==> src/rtl/mips_bus_arbiter.sv <==
// Two-requester arbiter sharing one Avalon-MM master port between instruction fetch (I) and load/store (D).
// One transfer at a time: IDLE grants, XFER holds the bus until waitrequest drops, RESP issues a one-cycle ack.
module mips_bus_arbiter #(
    parameter int RR_MODE = 1,
    parameter int TIMEOUT = 1024,
    parameter int CNT_W   = 16
) (
    input  logic        clk,
    input  logic        reset,
    input  logic        i_req,
    input  logic [31:0] i_addr,
    output logic        i_ack,
    output logic [31:0] i_rdata,
    input  logic        d_req,
    input  logic        d_write,
    input  logic [31:0] d_addr,
    input  logic [31:0] d_wdata,
    input  logic [3:0]  d_byteen,
    output logic        d_ack,
    output logic [31:0] d_rdata,
    output logic [31:0] address,
    output logic        read,
    output logic        write,
    output logic [31:0] writedata,
    output logic [3:0]  byteenable,
    input  logic        waitrequest,
    input  logic [31:0] readdata,
    output logic        busy,
    output logic        grant_d,
    output logic        bus_error
);

    typedef enum logic [1:0] {
        ST_IDLE = 2'd0,
        ST_XFER = 2'd1,
        ST_RESP = 2'd2
    } state_t;

    localparam logic [CNT_W-1:0] CNT_MAX   = {CNT_W{1'b1}};
    localparam logic [CNT_W-1:0] TIMEOUT_C = CNT_W'(TIMEOUT);

    state_t             state_r, state_nx_s;
    logic [31:0]        address_r, address_nx_s;
    logic [31:0]        writedata_r, writedata_nx_s;
    logic [3:0]         byteenable_r, byteenable_nx_s;
    logic               read_r, read_nx_s;
    logic               write_r, write_nx_s;
    logic               i_ack_r, i_ack_nx_s;
    logic               d_ack_r, d_ack_nx_s;
    logic [31:0]        i_rdata_r, i_rdata_nx_s;
    logic [31:0]        d_rdata_r, d_rdata_nx_s;
    logic               busy_r, busy_nx_s;
    logic               grant_d_r, grant_d_nx_s;
    logic               bus_error_r, bus_error_nx_s;
    logic [CNT_W-1:0]   wait_cnt_r, wait_cnt_nx_s;
    logic [CNT_W-1:0]   wait_inc_s;
    logic               pick_d_s;

    // Winner selection; on a tie round-robin favours whoever did not own the last transfer
    always_comb begin
        if (i_req && d_req) begin
            if (RR_MODE != 0) begin
                pick_d_s = ~grant_d_r;
            end else begin
                pick_d_s = 1'b1;
            end
        end else begin
            pick_d_s = d_req;
        end
    end

    // Saturating increment of the stall counter
    always_comb begin
        if (wait_cnt_r == CNT_MAX) begin
            wait_inc_s = CNT_MAX;
        end else begin
            wait_inc_s = wait_cnt_r + CNT_W'(1);
        end
    end

    // Next-state and next-output logic; acks default low so they pulse for exactly one cycle
    always_comb begin
        state_nx_s      = state_r;
        address_nx_s    = address_r;
        writedata_nx_s  = writedata_r;
        byteenable_nx_s = byteenable_r;
        read_nx_s       = read_r;
        write_nx_s      = write_r;
        i_ack_nx_s      = 1'b0;
        d_ack_nx_s      = 1'b0;
        i_rdata_nx_s    = i_rdata_r;
        d_rdata_nx_s    = d_rdata_r;
        grant_d_nx_s    = grant_d_r;
        bus_error_nx_s  = bus_error_r;
        wait_cnt_nx_s   = wait_cnt_r;
        case (state_r)
            ST_IDLE: begin
                if (i_req || d_req) begin
                    state_nx_s   = ST_XFER;
                    grant_d_nx_s = pick_d_s;
                    if (pick_d_s) begin
                        address_nx_s    = d_addr;
                        writedata_nx_s  = d_wdata;
                        byteenable_nx_s = d_byteen;
                        read_nx_s       = ~d_write;
                        write_nx_s      = d_write;
                    end else begin
                        address_nx_s    = i_addr;
                        writedata_nx_s  = 32'h0000_0000;
                        byteenable_nx_s = 4'b1111;
                        read_nx_s       = 1'b1;
                        write_nx_s      = 1'b0;
                    end
                end else begin
                    state_nx_s = ST_IDLE;
                end
            end
            ST_XFER: begin
                if (!waitrequest) begin
                    state_nx_s    = ST_RESP;
                    read_nx_s     = 1'b0;
                    write_nx_s    = 1'b0;
                    wait_cnt_nx_s = {CNT_W{1'b0}};
                    if (grant_d_r) begin
                        d_ack_nx_s = 1'b1;
                        if (read_r) begin
                            d_rdata_nx_s = readdata;
                        end else begin
                            d_rdata_nx_s = d_rdata_r;
                        end
                    end else begin
                        i_ack_nx_s   = 1'b1;
                        i_rdata_nx_s = readdata;
                    end
                end else begin
                    wait_cnt_nx_s = wait_inc_s;
                    // The timeout only flags the stall; the transfer keeps waiting
                    if ((TIMEOUT != 0) && (wait_inc_s >= TIMEOUT_C)) begin
                        bus_error_nx_s = 1'b1;
                    end else begin
                        bus_error_nx_s = bus_error_r;
                    end
                end
            end
            ST_RESP: begin
                state_nx_s = ST_IDLE;
            end
            default: begin
                state_nx_s = ST_IDLE;
                read_nx_s  = 1'b0;
                write_nx_s = 1'b0;
            end
        endcase
        busy_nx_s = (state_nx_s != ST_IDLE);
    end

    // State and output registers; reset abandons any transfer in flight
    always_ff @(posedge clk or negedge reset) begin
        if (!reset) begin
            state_r      <= ST_IDLE;
            address_r    <= 32'h0000_0000;
            writedata_r  <= 32'h0000_0000;
            byteenable_r <= 4'b0000;
            read_r       <= 1'b0;
            write_r      <= 1'b0;
            i_ack_r      <= 1'b0;
            d_ack_r      <= 1'b0;
            i_rdata_r    <= 32'h0000_0000;
            d_rdata_r    <= 32'h0000_0000;
            busy_r       <= 1'b0;
            grant_d_r    <= 1'b1;
            bus_error_r  <= 1'b0;
            wait_cnt_r   <= {CNT_W{1'b0}};
        end else begin
            state_r      <= state_nx_s;
            address_r    <= address_nx_s;
            writedata_r  <= writedata_nx_s;
            byteenable_r <= byteenable_nx_s;
            read_r       <= read_nx_s;
            write_r      <= write_nx_s;
            i_ack_r      <= i_ack_nx_s;
            d_ack_r      <= d_ack_nx_s;
            i_rdata_r    <= i_rdata_nx_s;
            d_rdata_r    <= d_rdata_nx_s;
            busy_r       <= busy_nx_s;
            grant_d_r    <= grant_d_nx_s;
            bus_error_r  <= bus_error_nx_s;
            wait_cnt_r   <= wait_cnt_nx_s;
        end
    end

    assign address    = address_r;
    assign writedata  = writedata_r;
    assign byteenable = byteenable_r;
    assign read       = read_r;
    assign write      = write_r;
    assign i_ack      = i_ack_r;
    assign d_ack      = d_ack_r;
    assign i_rdata    = i_rdata_r;
    assign d_rdata    = d_rdata_r;
    assign busy       = busy_r;
    assign grant_d    = grant_d_r;
    assign bus_error  = bus_error_r;

endmodule

==> config.mk <==
export PLATFORM = sky130hd
export DESIGN_NAME = mips_bus_arbiter
export DESIGN_NICKNAME = d
export VERILOG_FILES = /design/src/rtl/mips_bus_arbiter.sv
export SDC_FILE = /design/constraint.sdc
export NUM_CORES = 1
export LEC_CHECK = 0
export ABC_AREA = 1
export CORE_AREA = 2 2 153 117
export DETAILED_ROUTE_END_ITERATION = 8
export DIE_AREA = 0 0 155 119
export PLACE_DENSITY = 0.77
export SYNTH_ARGS = -nofsm -noshare
export SYNTH_HDL_FRONTEND = slang
export SYNTH_SLANG_ARGS = --single-unit
==> constraint.sdc <==
create_clock -name clk -period 1.4 [get_ports clk]
set_input_delay 0.35 -clock clk [delete_from_list [all_inputs] [get_ports clk]]
set_output_delay 0.35 -clock clk [all_outputs]
set_load 0.01 [all_outputs]
==> impl_metrics.yaml <==
floorplanning:
  core_area_mm2: 0.0172
  io_pins: 277
  die_w_um: 155
  start_util_pct: 37.9
  die_area_mm2: 0.0184
  core.rowCount: 42
  dieHeight_um: 119
layout:
  antenna_cells: 0
  fin_area_mm2: 0.0114
  drive_above_1_share_pct: 41.6
  stdcell_count: 1280
  finish.net_count: 1187
  area_delta_synth_final_pct: 74.5
  fillers: 1293
place:
  dpl_cell_area_mm2: 0.0100
  dp.cells: 1182
  place_hpwl_um: 14500
  pre_cts_slack_ns: -0.485
  globalplace.congestion: 0.833
  io_buffers: 276
timing:
  worst_slack_ns: -0.155
  post-route-period-util_pct: 111
  slew_violations: 0
  hold_viol_final: 0
  timing.fmax_mhz: 643
  period_needed_ns: 1.56
  worst_pin_slew_ns: 0.393
  hold_ws_ns: 0.410
  setup_viol: 137
  grt_setup_unrepaired: "true"
  max_slew_margin_pct: 73.8
  skew_ns: 0.00681
critical_path:
  critPathMaxFanout: 12
  reg2reg_to: "d_rdata[9]$_DFFE_PN0P_"
  worstRegToRegCells: 4
  worstSetupStartpoint: "grant_d$_DFFE_PN1P_"
  required_ns: 1.70
  endpoint_kind: "register"
  r2r_setup_slack_ns: -0.16
  r2r-start: "grant_d$_DFFE_PN1P_"
  critical_path_class: "register to register"
  cp-start-kind: "register"
  arrival_ns: 1.86
synth:
  synth_top_area_share_pct: 59.9
  syn-mean-instance-area_um2: 9.84
  synthesis.nets: 801
  ys_seq_elements: 157
  syn_inst: 662
  ys_top_cells_by_area: "dfrtp_1 60%, nand2_1 8.6%, o21ai_0 6.8%"
  ys_seq_area_share_pct: 60.3
  synth_cell_types: 33
  netlist.top_cell.by_area: "dfrtp_1"
  ys_warn_count: 0
  syn_area_mm2: 0.00652
power_and_ir_drop:
  p_total_uw: 24000
  p_seq_share_pct: 33.1
  p_sw_share_pct: 37.1
  clockPowerShare_pct: 19.3
  ir_worst_vdd_mv: 0.985
  netSwitchingPower_uw: 8890
  p_leak_uw: 0.00563
  p_comb_share_pct: 47.6
  power.density_mw_per_mm2: 2110
  intPower_uw: 15100
clock_tree:
  cts.htree.levels: 4
  clk_latency_ns: 0.42
  clock_sinks: 157
  clk_pin_slew_worst_paths_ns: 0.07
  cts_tree: "done"
  cts_inserted_buffers: 17
  clk_path_buf_depth: 2
  clock-root-buffer: "clkbuf_16"
detailed_routing:
  drtAntennaViolNets: 0
  drt-pass1-iter-count: 5
  drt_iter0_markers: 430
  wirelength_um: 23800
  drc: 0
  wl_per_cell_um: 18.6
  via_per_inst: 5.06
  vias: 6481
global_route:
  grt_max_degree: 31
  antenna_found_initial: 0
  grtUsageTotal_pct: 24.0
  grt_pass1_vias: 6461
  grt_pass1_wl_um: 34300
  overflow: 0
outcome:
  violations: "negative setup slack"
  outcome: "complete, but fails checks"
hold_path:
  hp-class: "primary input to async pin"
run:
  cap_violations: 0
cells by family after synthesis:
group / Yosys count / synth area share (%)
AOI/OAI and AO/OA: 158 / 15.0
muxes: 17 / 2.94
DFF: 157 / 60.3
and+or+nand+nor: 247 / 15.4
buffers and inverters: 79 / 5.74
adders and majority gates: 1 / 0.192
xor gates and xnor gates: 3 / 0.403
critical path, stage by stage (launching register included):
cell     delay (ns)
dfstp_2        0.60
buf_4          0.13
and3_4         0.22
buf_12         0.17
mux2_4         0.31
how the worst max path moves through the flow:
stage | to | slack [ns] | cells past startpoint
after CTS | d_rdata[7]$_DFFE_PN0P_ | -0.13 | 4
after detailed placement | d_rdata[24]$_DFFE_PN0P_ | -0.49 | 7
after floorplan | d_rdata[0]$_DFFE_PN0P_ | -0.09 | 7
after global routing | wait_cnt_r[8]$_DFFE_PN0P_ | -0.21 | 9
after global placement | d_rdata[13]$_DFFE_PN0P_ | -0.45 | 5
final | d_rdata[9]$_DFFE_PN0P_ | -0.16 | 4
synthesized netlist by cell type (all sizes together):
master,number
a21oi,18
xor2,3
ha,1
a32o,1
o22ai,3
nand3,18
mux2,17
o21ai,99
o22a,4
and3,1
nor3,1
a22o,32
inv,47
nor2,73
o31ai,1
nand2,151
clkbuf,13
dfstp,1
buf,19
nand4,3
dfrtp,156
layout by cell type, fill, tap and decap left out, types with 3 or more instances in the layout:
master,n
nor2_2,7
nand2_1,94
dfrtp_2,3
o21ai_1,44
nor2_1,59
inv_6,7
buf_4,71
clkdlybuf4s50_1,135
xor2_1,3
clkbuf_2,13
buf_6,12
clkinvlp_4,3
dfrtp_1,153
buf_16,7
mux2_4,17
buf_12,21
o22a_1,4
inv_2,4
a21oi_2,8
buf_2,123
o21ai_2,26
a22o_1,32
a21oi_1,9
nand3_1,11
nor2_4,5
nand3_2,5
buf_8,4
o21ai_0,29
nand2_2,37
nand2_4,21
clkbuf_16,25
inv_1,38
nand4_1,3
power by group through the flow:
| stage | clock [uW] | combinational (uW) | sequential (uW) |
|---|---|---|---|
| floorplan | 0 | 3050 | 8560 |
| CTS | 4690 | 10100 | 7730 |
| global route | 4910 | 12100 | 8120 |
| detailed placement | 0 | 9750 | 7800 |
| global placement | 0 | 9530 | 7760 |
| finish | 4630 | 11400 | 7930 |
per-layer routing:
layer | up-vias | share of wire, % | track usage, %
met5 | - | 0 | 0
met4 | 0 | 2.6 | 8.16
met3 | 50 | 7.6 | 7.50
met2 | 321 | 50 | 39.7
met1 | 3124 | 40 | 29.8
li1 | 2986 | - | -
metrics by stage:
step                utilization (%)  setup TNS (ns)
floorplan                         -           -2.17
global placement               58.3          -55.44
detailed placement             58.3          -60.65
CTS                            63.7           -6.73
global route                   66.2          -17.57
finish                         66.2           -9.56
flip-flops by register name (all words and copies together), names as in the netlist:
register	count
bus_error	1
d_ack	1
writedata	32
write	1
read	1
grant_d	1
wait_cnt_r	16
byteenable	4
address	32
i_ack	1
state_r	2
busy	1
d_rdata	32
i_rdata	32
area by class of cell:
cell class,instances,area (um^2),share of cell area (%)
Inverter,47,206,1.82
Clock buffer,17,425,3.74
Multi-Input combinational cell,427,2750,24.2
Clock inverter,14,156,1.38
Sequential cell,157,3930,34.6
Tap cell,220,275,2.42
Timing Repair Buffer,398,3620,31.8
timing repair:
action,in CTS,in global routing
cloned,10,9
hold endpoints to repair,22,0
pin swaps,10,48
buffers inserted,28,21
hold buffers,1,0
gates resized for setup,591,201
endpoints found under the setup margin,285,209
No activity file was read; power rests on OpenSTA's default activity.
